[src/rtl/rng_arbiter.sv]
// Round-robin arbiter handing out words from a 32-bit Fibonacci LFSR.
// The LFSR warms up after reset or seed load, then advances only on grants so no word is issued twice.
module rng_arbiter #(
  parameter int NREQ   = 4,
  parameter int WARMUP = 8
) (
  input  logic            clk,
  input  logic            rst,
  input  logic            seed_we,
  input  logic [31:0]     seed,
  input  logic [NREQ-1:0] req,
  output logic [NREQ-1:0] gnt,
  output logic [31:0]     rnd_data,
  output logic            ready,
  output logic [15:0]     grant_cnt
);
  localparam int          PW        = $clog2(NREQ);
  localparam logic [31:0] SEED_DEF  = 32'h1ACE_B00C;
  localparam logic [0:0]  WARM      = 1'b0;
  localparam logic [0:0]  RUN       = 1'b1;
  localparam logic [7:0]  WARM_LAST = 8'(WARMUP - 1);

  logic [31:0]   r;
  logic [31:0]   r_next;
  logic [0:0]    state;
  logic [7:0]    warm_cnt;
  logic [PW-1:0] ptr;
  logic [PW-1:0] gnt_idx;
  logic          any_gnt;

  assign r_next   = {r[30:0], r[31] ^ r[21] ^ r[1] ^ r[0]};
  assign rnd_data = r;
  assign ready    = (state == RUN);
  assign any_gnt  = |gnt;

  // First set request at or above ptr, wrapping; seed load blocks grants.
  always_comb begin
    int   idx;
    logic found;
    gnt     = '0;
    gnt_idx = '0;
    found   = 1'b0;
    idx     = 0;
    if (state == RUN && !seed_we) begin
      for (int k = 0; k < NREQ; k++) begin
        idx = (int'(ptr) + k) % NREQ;
        if (!found && req[idx]) begin
          found    = 1'b1;
          gnt[idx] = 1'b1;
          gnt_idx  = PW'(idx);
        end
      end
    end
  end

  always_ff @(posedge clk or posedge rst) begin
    if (rst) begin
      r         <= SEED_DEF;
      state     <= WARM;
      warm_cnt  <= '0;
      ptr       <= '0;
      grant_cnt <= '0;
    end else begin
      if (seed_we) begin
        r        <= (seed == 32'd0) ? SEED_DEF : seed;
        warm_cnt <= '0;
        state    <= WARM;
      end else if (state == WARM) begin
        r <= r_next;
        if (warm_cnt == WARM_LAST) begin
          state    <= RUN;
          warm_cnt <= '0;
        end else begin
          warm_cnt <= warm_cnt + 8'd1;
        end
      end else if (any_gnt) begin
        r   <= r_next;
        ptr <= (gnt_idx == PW'(NREQ - 1)) ? '0 : gnt_idx + PW'(1);
      end
      if (any_gnt && grant_cnt != 16'hFFFF)
        grant_cnt <= grant_cnt + 16'd1;
    end
  end
endmodule
[config.mk]
export PLATFORM = sky130hd
export DESIGN_NAME = rng_arbiter
export DESIGN_NICKNAME = d
export VERILOG_FILES = /design/src/rtl/rng_arbiter.sv
export SDC_FILE = /design/constraint.sdc
export NUM_CORES = 1
export LEC_CHECK = 0
export BUFFER_PORTS_ARGS = -buffer_cell sky130_fd_sc_hd__buf_2
export CORE_MARGIN = 5
export CORE_UTILIZATION = 45
export CTS_CLUSTER_DIAMETER = 80
export DETAILED_ROUTE_END_ITERATION = 8
export MAX_ROUTING_LAYER = met4
export PLACE_DENSITY = 0.73
export REMOVE_ABC_BUFFERS = 1
export SYNTH_ARGS = -nofsm -noshare
export SYNTH_HDL_FRONTEND = slang
export SYNTH_SLANG_ARGS = --single-unit
[constraint.sdc]
create_clock -name clk -period 2.9 [get_ports clk]
set_input_delay 0.145 -clock clk [delete_from_list [all_inputs] [get_ports clk]]
set_output_delay 0.145 -clock clk [all_outputs]
set_load 0.05 [all_outputs]
After elaboration in Yosys (flattened, before gate mapping)
Cells that the tools add are included.
Storage, ports and cells
  register bits after elaboration: 59
  input port bits: 39
  output and inout port bits: 53
  logic and storage cells: 102
Cells by class
  add/sub/neg operators: 6
  magnitude comparators: 8
  equal/unequal tests: 5
  multiplexer cells: 49
  bitwise gates (word level): 10
  reductions and logical operators: 19
Operators with widths (number)
  32-bit 2-to-1 mux: 4
  32-bit logical NOT: 1
  4-bit 2-to-1 mux: 8
  8-bit 2-to-1 mux: 3
  1-bit 2-to-1 mux: 20
  16-bit by 1-bit adder with 16-bit output (second input constant): 1
  16-bit inequality test (second input constant): 1
  3-bit by 4-bit < comparator with 1-bit output (second input constant): 3
  2-bit 2-to-1 mux: 6
  4-bit OR: 3
  3-bit by 1-bit greater-or-equal comparator with 1-bit output (second input constant): 3
  1-bit logical AND: 9
  8-bit by 1-bit adder with 8-bit output (second input constant): 1
  1-bit binary-select mux with 2-bit select: 4
  1-bit demux with 2-bit select: 4
  8-bit by 3-bit equality test with 1-bit output (second input constant): 1
  2-bit OR reduction: 3
  2-bit by 1-bit adder with 2-bit output (second input constant): 2
  2-bit adder (second input constant): 2
  1-bit logical NOT: 4
  4-bit OR reduction: 1
  1-bit bitwise AND (first input constant): 3
  2-bit by 3-bit < comparator with 1-bit output (second input constant): 1
  3-bit by 2-bit inequality test with 1-bit output (second input constant): 1
  6 further kinds: 8

Logic depth before layout (Yosys ltp)
Gate-level depths: netlist of run 1.
  depth in word-level cells: 21
  depth in mapped cells: 12

Worst setup path after synthesis of run 1
OpenSTA, ideal clock, no wires.
  path type: reg-to-reg
  start point: register ptr[0]
  end point: register grant_cnt[1]
  arrival: 3108 ps
  setup slack: -333 ps
  cell stages (with the launch flop): 12
  cell sequence: dfrtp_1 buf_2 inv_1 ha_1 buf_2 mux4_2 a21o_1 o22ai_1 o2111ai_2 o21ai_1 buf_4 mux2_2
On the way
  cells in the longest elaborated chain, start to end: 18
  elaborated cells between the ends (all ways): 65
  those cells by class: add/sub: 3; order compare: 8; mux: 33; bitwise: 6; reduce/logical: 15
RTL lines
  start: declaration: line 27  | logic [PW-1:0] ptr;
  start signal: assignment: line 78  | ptr <= (gnt_idx == PW'(NREQ - 1)) ? '0 : gnt_idx + PW'(1);
  2-bit by 1-bit adder with 2-bit output or 1-bit binary-select mux with 2-bit select (tied branches): line 46, 47
  2-bit OR reduction (no source line) or 1-bit 2-to-1 mux (tied branches)
  1-bit bitwise AND (no source line) or 1-bit 2-to-1 mux (tied branches)
  3-bit by 4-bit < comparator with 1-bit output (implied by the code) (tied with other cells): line 49  | gnt[idx] = 1'b1;
  1-bit logical AND (implied by the code) or 1-bit logical NOT (tied branches): line 49, 47
  1-bit 2-to-1 mux (implied by the code) or 1-bit logical AND (tied branches): line 49, 47
  1-bit demux with 2-bit select or 1-bit 2-to-1 mux (tied branches): line 49, 47
  4-bit OR (no source line) or 1-bit 2-to-1 mux (tied branches)
  [... 2 more ...]
  4-bit OR (no source line) or 1-bit 2-to-1 mux (tied branches)
  4-bit 2-to-1 mux or 1-bit 2-to-1 mux (tied branches): line 47, 44
  4-bit 2-to-1 mux or 1-bit logical NOT (tied branches): line 44, 47
  4-bit OR (no source line) or 1-bit logical AND (tied branches)
  4-bit 2-to-1 mux *: line 47  | if (!found && req[idx]) begin
  4-bit 2-to-1 mux *: line 44  | if (state == RUN && !seed_we) begin
  4-bit OR reduction *: line 34  | assign any_gnt = |gnt;
  1-bit logical AND *: line 80  | if (any_gnt && grant_cnt != 16'hFFFF)
  end signal: assignment: line 81  | grant_cnt <= grant_cnt + 16'd1;
  end: declaration: line 15  | output logic [15:0] grant_cnt
Every way passes the cells marked *; elsewhere a longest branch is shown, timed or not. The select of a mux whose other input is x is not followed.
A chain may end at the register's enable or synchronous reset.

Worst setup path in the final report of run 1
  start point: register ptr[0]
  end point: output port gnt[3]
On the way
  cells in the longest elaborated chain, start to end: 16
  elaborated cells between the ends (all ways): 63
  those cells by class: add/sub: 3; order compare: 8; mux: 33; bitwise: 6; reduce/logical: 13
RTL lines
  2-bit by 1-bit adder with 2-bit output or 1-bit binary-select mux with 2-bit select (tied branches): line 46, 47
  2-bit OR reduction (no source line) or 1-bit 2-to-1 mux (tied branches)
  1-bit bitwise AND (no source line) or 1-bit 2-to-1 mux (tied branches)
  3-bit by 4-bit < comparator with 1-bit output (implied by the code) (tied with other cells): line 49
  1-bit logical AND (implied by the code) or 1-bit logical NOT (tied branches): line 49, 47
  1-bit 2-to-1 mux (implied by the code) or 1-bit logical AND (tied branches): line 49, 47
  1-bit demux with 2-bit select or 1-bit 2-to-1 mux (tied branches): line 49, 47
  4-bit OR (no source line) or 1-bit 2-to-1 mux (tied branches)
  4-bit 2-to-1 mux or 1-bit logical NOT (tied branches): line 47
  4-bit 2-to-1 mux or 1-bit logical AND (tied branches): line 44, 47
  4-bit OR (no source line) or 1-bit 2-to-1 mux (tied branches)
  4-bit 2-to-1 mux or 1-bit 2-to-1 mux (tied branches): line 47, 44
  4-bit 2-to-1 mux or 1-bit logical NOT (tied branches): line 44, 47
  4-bit OR (no source line) or 1-bit logical AND (tied branches)
  4-bit 2-to-1 mux *: line 47
  4-bit 2-to-1 mux *: line 44
  end: declaration: line 12  | output logic [NREQ-1:0] gnt,
Marked as above.

==> flow_summary_export.csv, run 1 <==
group,metric,value,unit
detailed_routing,wl_per_cell,15.4,um
power_and_ir_drop,p_sw,1.01,mW
global_route,grt_max_degree,63,
detailed_routing,finalWirelength,8.79,mm
detailed_routing,wl_met2,4.20,mm
floorplanning,die_height,97.3,um
floorplanning,dieWidth,97.3,um
clock_tree,cts_buffers,9,
power_and_ir_drop,pwr-share-clk,25.7,%
global_route,grt_overflow,0,
cells_and_area,final_cell_mix,"91 x buf_2, 52 x nand2_1, 46 x dfrtp_1, 41 x o21ai_0, 21 x mux2i_1",
floorplanning,fp.coreArea,7330,um2
cells_and_area,layout_commonest_cell,"buf_2",
power_and_ir_drop,p_sw_share,38.6,%
cells_and_area,stdcell_count,571,
timing,worst_pin_slew,535,ps
setup_path,critical-path-max-stage-delay,590,ps
floorplanning,die-area,9460,um2
floorplanning,num_rows,31,
setup_path,critPathCaptureType,"output pin",
clock_tree,cts_tree,"yes",
setup_path,critical_path_class,"reg2out",
placed_design,portBuffers,91,
detailed_routing,post-route-drc-count,0,
yosys,synth-edff-count,0,
global_route,grt_pass1_wl,14.8,mm
timing,skew,8.72,ps
setup_path,critPathBufInv,3,
power_and_ir_drop,power_frac_seq,37.5,%
power_and_ir_drop,internal-power,1.60,mW
timing,fmax,358,MHz
clock_tree,max-clock-path-buffers,2,
detailed_routing,top_layer,"met4",
yosys,yosysWarnings,0,
yosys,synth_top_area_share,33.6,%
clock_tree,root_buffer,"clkbuf_8",
global_route,antenna_found_initial,0,
yosys,postSynthAreaPerCell,9.29,um2
global_route,grtUsageTotal,18.9,%
setup_path,crit_path_start_kind,"register",
yosys,synth_area,3430,um2
clock_tree,htree_levels,3,
setup_path,crit_family,"multiplexers",
yosys,netlist_instances,369,
yosys,synth_ff_type,"dfrtp_1",
power_and_ir_drop,p_leak,1.97,nW
timing,setup_violations,0,
detailed_routing,wl_met3,571,um
setup_path,cp.depth,8,
detailed_routing,detail_route.vias_per_cell,5.58,
timing,drv_slew,0,
yosys,yosysTopAreaCell,"dfrtp_1",
clock_tree,clkTransAtPathRegs,60,ps
cells_and_area,fillCellCount,649,
placed_design,dp.cells,552,
cells_and_area,antennaDiodeCount,0,
setup_path,worstPathCellList,"inv_1 > ha_4 > mux4_2 > nor2b_1 > o31a_1 > buf_4 > a21oi_1 > clkbuf_4",
timing,fin_ws,104,ps
power_and_ir_drop,powerDensity,609,nW/um2
worst_hold_path,whs_path_depth,3,
worst_hold_path,hp-class,"in2reg",
yosys,synth.area.top_cells,"dfrtp_1 34%, dfstp_2 10%, mux2i_1 6.1%",
placed_design,dp_slack,88.4,ps
setup_path,r2r_cells,9,
detailed_routing,via_count,3187,
job,maxCapViolCount,0,
yosys,synth_async_sr_flop_share,100,%
placed_design,routabilityCongestion,0.860,
yosys,synth-seq-cells,59,
detailed_routing,drtIter0Drc,213,
setup_path,worstPathArrival,2650,ps
timing,period_minus_slack,2800,ps
placed_design,hpwl,6.33,mm
power_and_ir_drop,ir_drop,0.357,mV
global_route,grt_pass1_vias,3123,
timing,hold_viol_final,0,
power_and_ir_drop,p_comb_share,36.7,%
detailed_routing,first_pass_iters,4,
yosys,synth_cell_type_count,46,
power_and_ir_drop,total_power,2.61,mW
status,status,"finished, final reports clean",
cells_and_area,syn2layout_area_growth,25.1,%
detailed_routing,antenna_left,0,
timing,max_slew_margin,64.2,%
clock_tree,clk_latency,330,ps
setup_path,critical_path.max_fanout,8,
cells_and_area,drive_gt1_share,32.2,%
yosys,ys_seq_area_share,43.5,%
floorplanning,start_util,46.8,%
clock_tree,clkSinkCount,59,
detailed_routing,drt-met1-wl,3.94,mm
timing,fin_crit_sh,96.4,%
setup_path,slowest_stage,"mux4_2",
floorplanning,pin_count,92,
setup_path,crit_required,2760,ps
cells_and_area,fin_nets,516,
==> worst paths after layout <==
path / start / to / slack, ps
max: ptr[0] / gnt[3] / 100
min: seed[0] / rnd_data[0] / 90
max reg2reg: ptr[0] / grant_cnt[1] / 160
min reg2reg: rnd_data[12] / rnd_data[12] / 490
max in group asynchronous: rst / rnd_data[17] / 1990
min in group asynchronous: rst / grant_cnt[3] / 250
==> cell type report <==
class / count / area, um2 / share of cell area [%]
repair buffers: 107 / 594 / 13.9
clock buffers: 12 / 155 / 3.62
clock inverters: 4 / 25.0 / 0.583
multi-input cells: 279 / 1860 / 43.3
flip-flops and latches: 59 / 1490 / 34.8
inverters: 11 / 41.3 / 0.962
well taps: 99 / 124 / 2.89
==> sequential cells by signal (all words and copies together), names as in the netlist <==
| signal | flops |
|---|---|
| rnd_data | 32 |
| grant_cnt | 16 |
| warm_cnt | 8 |
| ptr | 2 |
| ready | 1 |
==> metal layers <==
metal	up-vias	track usage, %
li1	1519	-
met1	1543	25.3
met2	117	29.5
met3	8	4.09
met4	0	5.01
met5	-	-
==> logic make-up (layout without fill, tap and decap cells) <==
logic type               count (synthesis)  count (layout)  synth area share, %
AND/OR/NAND/NOR                        134             134                 19.0
multiplexers                            28              28                 9.42
AO/OA/AOI/OAI                           86              86                 15.2
XOR/XNOR                                21              21                 5.37
flip-flops                              59              59                 43.5
buffers and inverters                   31             134                 3.80
adder cells (fa/ha/maj)                 10              10                 3.65
==> cell usage after synthesis (all sizes together), types with 3 or more instances <==
cell type,instances
nor2b,6
o21ai,43
nor3b,3
nand3,12
xor2,14
nand2b,5
dfstp,13
mux2i,21
inv,11
a21oi,7
clkbuf,13
and3,3
nor4,11
nor2,21
mux4,3
ha,10
buf,7
o22ai,16
dfrtp,46
nand4,5
o31ai,3
mux2,4
nor3,11
xnor2,7
nand2,52
==> worst reg2reg max path: cells and delay by family, from the launching register on <==
| kind | cells | cell delay (ps) |
|---|---|---|
| fa+ha+maj | 1 | 280 |
| flops | 1 | 340 |
| compound gates | 4 | 870 |
| buf+inv | 2 | 220 |
| mux | 2 | 910 |
==> power groups by stage <==
stage	Combinational, mW	Clock [mW]	Sequential [mW]
2_1_floorplan	0.401	0	1.21
3_3_place_gp	0.866	0	0.990
6_report	0.960	0.673	0.980
3_5_place_dp	0.891	0	0.991
5_1_grt	1.04	0.727	0.990
4_1_cts	0.900	0.689	0.979
==> per-stage QoR <==
step | hold slack, ps | cell area (um2) | util (%) | TNS, ps
2_1_floorplan | 211 | 3340 | - | -34200
3_3_place_gp | 54.0 | 4030 | 55.0 | 0
3_5_place_dp | 52.8 | 4030 | 55.0 | 0
4_1_cts | 73.7 | 4220 | 57.6 | 0
5_1_grt | 100 | 4290 | 58.5 | -21.7
6_report | 89.3 | 4290 | 58.5 | 0
==> repair_timing <==
action / 4_1_cts / 5_1_grt
endpoints found under the hold margin: 7 / 0
resized for setup: 0 / 11
setup endpoints to repair: 0 / 22
hold buffers: 1 / 0
buffers inserted: 0 / 1
(Power assumes the default switching activity.)
==> run 2, diff against run 1 <==
Settings changed: CTS_CLUSTER_SIZE set to 14, SETUP_SLACK_MARGIN set to 0.15.
==> run 2 against run 1 <==
Critical path depth did not move. Hold slack improved by 6.1 ps. Combinational power is 2% higher. Sequential power barely moved. Die area unchanged. Largest power group unchanged. Power rose by 0.74%. Critical path type unchanged. Global-route usage increased by 0.44 points. Final area up 3.4%.
==> flow_summary_export.csv, run 2 (synthesized netlist as in run 1, its figures left out) <==
group,metric,value,unit
status,status,"finished, final reports clean",
cells_and_area,fin_nets,522,
timing,worst_pin_slew,568,ps
timing,fmax,366,MHz
clock_tree,max-clock-path-buffers,2,
placed_design,dp_slack,88.4,ps
clock_tree,cts_tree,"yes",
timing,fin_ws,164,ps
clock_tree,htree_levels,3,
setup_path,critical_path.max_fanout,8,
setup_path,r2r_slack,210,ps
detailed_routing,finalWirelength,9.39,mm
global_route,grtUsageTotal,19.4,%
setup_path,worstPathCellList,"inv_2 > ha_4 > mux4_2 > nor2b_1 > o31a_1 > buf_4 > a21oi_4 > buf_6",
clock_tree,cts_buffers,9,
clock_tree,clk_latency,330,ps
setup_path,crit_path_start_kind,"register",
cells_and_area,ff_latch_area,1490,um2
worst_hold_path,whs_path_depth,3,
setup_path,r2r_cells,11,
worst_hold_path,hp-start,"seed[0]",
detailed_routing,wl_per_cell,16.3,um
floorplanning,fp.coreArea,7330,um2
floorplanning,pin_count,92,
setup_path,critPathCaptureType,"output pin",
placed_design,routabilityCongestion,0.860,
global_route,grt_pass1_wl,15.1,mm
cells_and_area,drive_gt1_share,34.9,%
power_and_ir_drop,ir_drop,0.362,mV
worst_hold_path,hp-class,"in2reg",
setup_path,worstPathArrival,2590,ps
timing,drv_slew,0,
detailed_routing,post-route-drc-count,0,
cells_and_area,stdcell_count,577,
detailed_routing,detail_route.vias_per_cell,5.70,
clock_tree,clkSinkCount,59,
detailed_routing,drtIter0Drc,181,
floorplanning,dieWidth,97.3,um
floorplanning,die_height,97.3,um
detailed_routing,first_pass_iters,4,
timing,fin_crit_sh,94.3,%
timing,max_slew_margin,62.1,%
detailed_routing,antenna_left,0,
power_and_ir_drop,powerDensity,593,nW/um2
power_and_ir_drop,p_leak,2.02,nW
cells_and_area,fillCellCount,628,
job,maxCapViolCount,0,
clock_tree,root_buffer,"clkbuf_8",
global_route,grt_overflow,0,
setup_path,crit_required,2760,ps
timing,hold_viol_final,0,
timing,setup_violations,0,
worst_hold_path,holdPathEnd,"rnd_data[0]",
setup_path,slowest_stage,"mux4_2",
placed_design,portBuffers,91,
cells_and_area,syn2layout_area_growth,29.5,%
clock_tree,clkTransAtPathRegs,70,ps
timing,whs,95.4,ps
cells_and_area,antennaDiodeCount,0,
setup_path,r2r-start,"ptr[0]",
timing,rsz0062_at_grt,"true",
detailed_routing,via_count,3289,
floorplanning,die-area,9460,um2
floorplanning,num_rows,31,
placed_design,dp.cells,552,
global_route,antenna_found_initial,0,
global_route,grt_pass1_vias,3137,
placed_design,hpwl,6.33,mm
timing,period_minus_slack,2740,ps
floorplanning,start_util,46.8,%
timing,skew,9.40,ps
cells_and_area,layout_commonest_cell,"buf_2",
global_route,grt_max_degree,63,
setup_path,critical-path-max-stage-delay,610,ps
cells_and_area,final_cell_mix,"89 x buf_2, 52 x nand2_1, 46 x dfrtp_1, 41 x o21ai_0, 21 x mux2i_1",
setup_path,critical_path_class,"reg2out",
cells_and_area,largest_register_ffs,32,
cells_and_area,multi_input_area,1900,um2
setup_path,r2r-end,"grant_cnt[0]",
run 2: cell types whose count changed in the layout (fill, tap and decap cells not counted), sizes merged:
cell / delta
clkbuf: +2
buf: +4
run 2: per-layer routing:
| metal | part of all wire (%) | track usage, % | up-vias |
|---|---|---|---|
| met4 | 1.3 | 5.43 | 0 |
| met5 | 0 | - | - |
| met2 | 49 | 30.1 | 143 |
| met3 | 6.9 | 3.88 | 13 |
| met1 | 43 | 25.9 | 1602 |
| li1 | - | - | 1531 |
run 2: what timing repair did:
item,CTS,global route
hold endpoints to repair,7,0
gates cloned,0,3
pin swaps,2,4
setup buffers,3,2
endpoints found under the setup margin,10,46
hold buffers,1,0
resized for setup,13,16
run 2: critical path, delay by kind of cell, from the launching register on:
kind,cells,cell delay (ps)
AND/OR/NAND/NOR,1,180
multiplexers,1,610
AO/OA/AOI/OAI,2,450
buffers and inverters,3,400
adder cells (fa/ha/maj),1,270
flip-flops,1,360
run 2: through the flow:
stage | total power, mW | setup TNS, ps | utilization [%] | cell area (um2)
3_3_place_gp | 1.86 | 0 | 55.0 | 4030
2_1_floorplan | 1.61 | -34200 | - | 3340
6_report | 2.63 | 0 | 60.5 | 4440
3_5_place_dp | 1.88 | 0 | 55.0 | 4030
4_1_cts | 2.63 | 0 | 58.7 | 4310
5_1_grt | 2.77 | 0 | 60.5 | 4440
run 2: worst max-delay path by stage:
stage,start,end
4_1_cts,ptr[0],grant_cnt[7]
3_5_place_dp,ptr[1],grant_cnt[1]
3_3_place_gp,ptr[0],grant_cnt[1]
6_report,ptr[0],gnt[3]
2_1_floorplan,ptr[0],rnd_data[10]
5_1_grt,ptr[1],rnd_data[0]
run 2: area by class of cell:
class / instances / share of cell area, %
clock buffer: 12 / 3.50
clock inverter: 4 / 0.564
inverter: 11 / 0.930
multi-input combinational: 279 / 42.9
sequential: 59 / 33.6
tap: 99 / 2.79
timing repair buffer: 113 / 15.7
run 2: power by group:
group,switching (mW),internal (mW),total [mW]
combinational,0.629,0.346,0.975
clock,0.321,0.354,0.675
sequential,0.0729,0.909,0.982
total,1.02,1.61,2.63
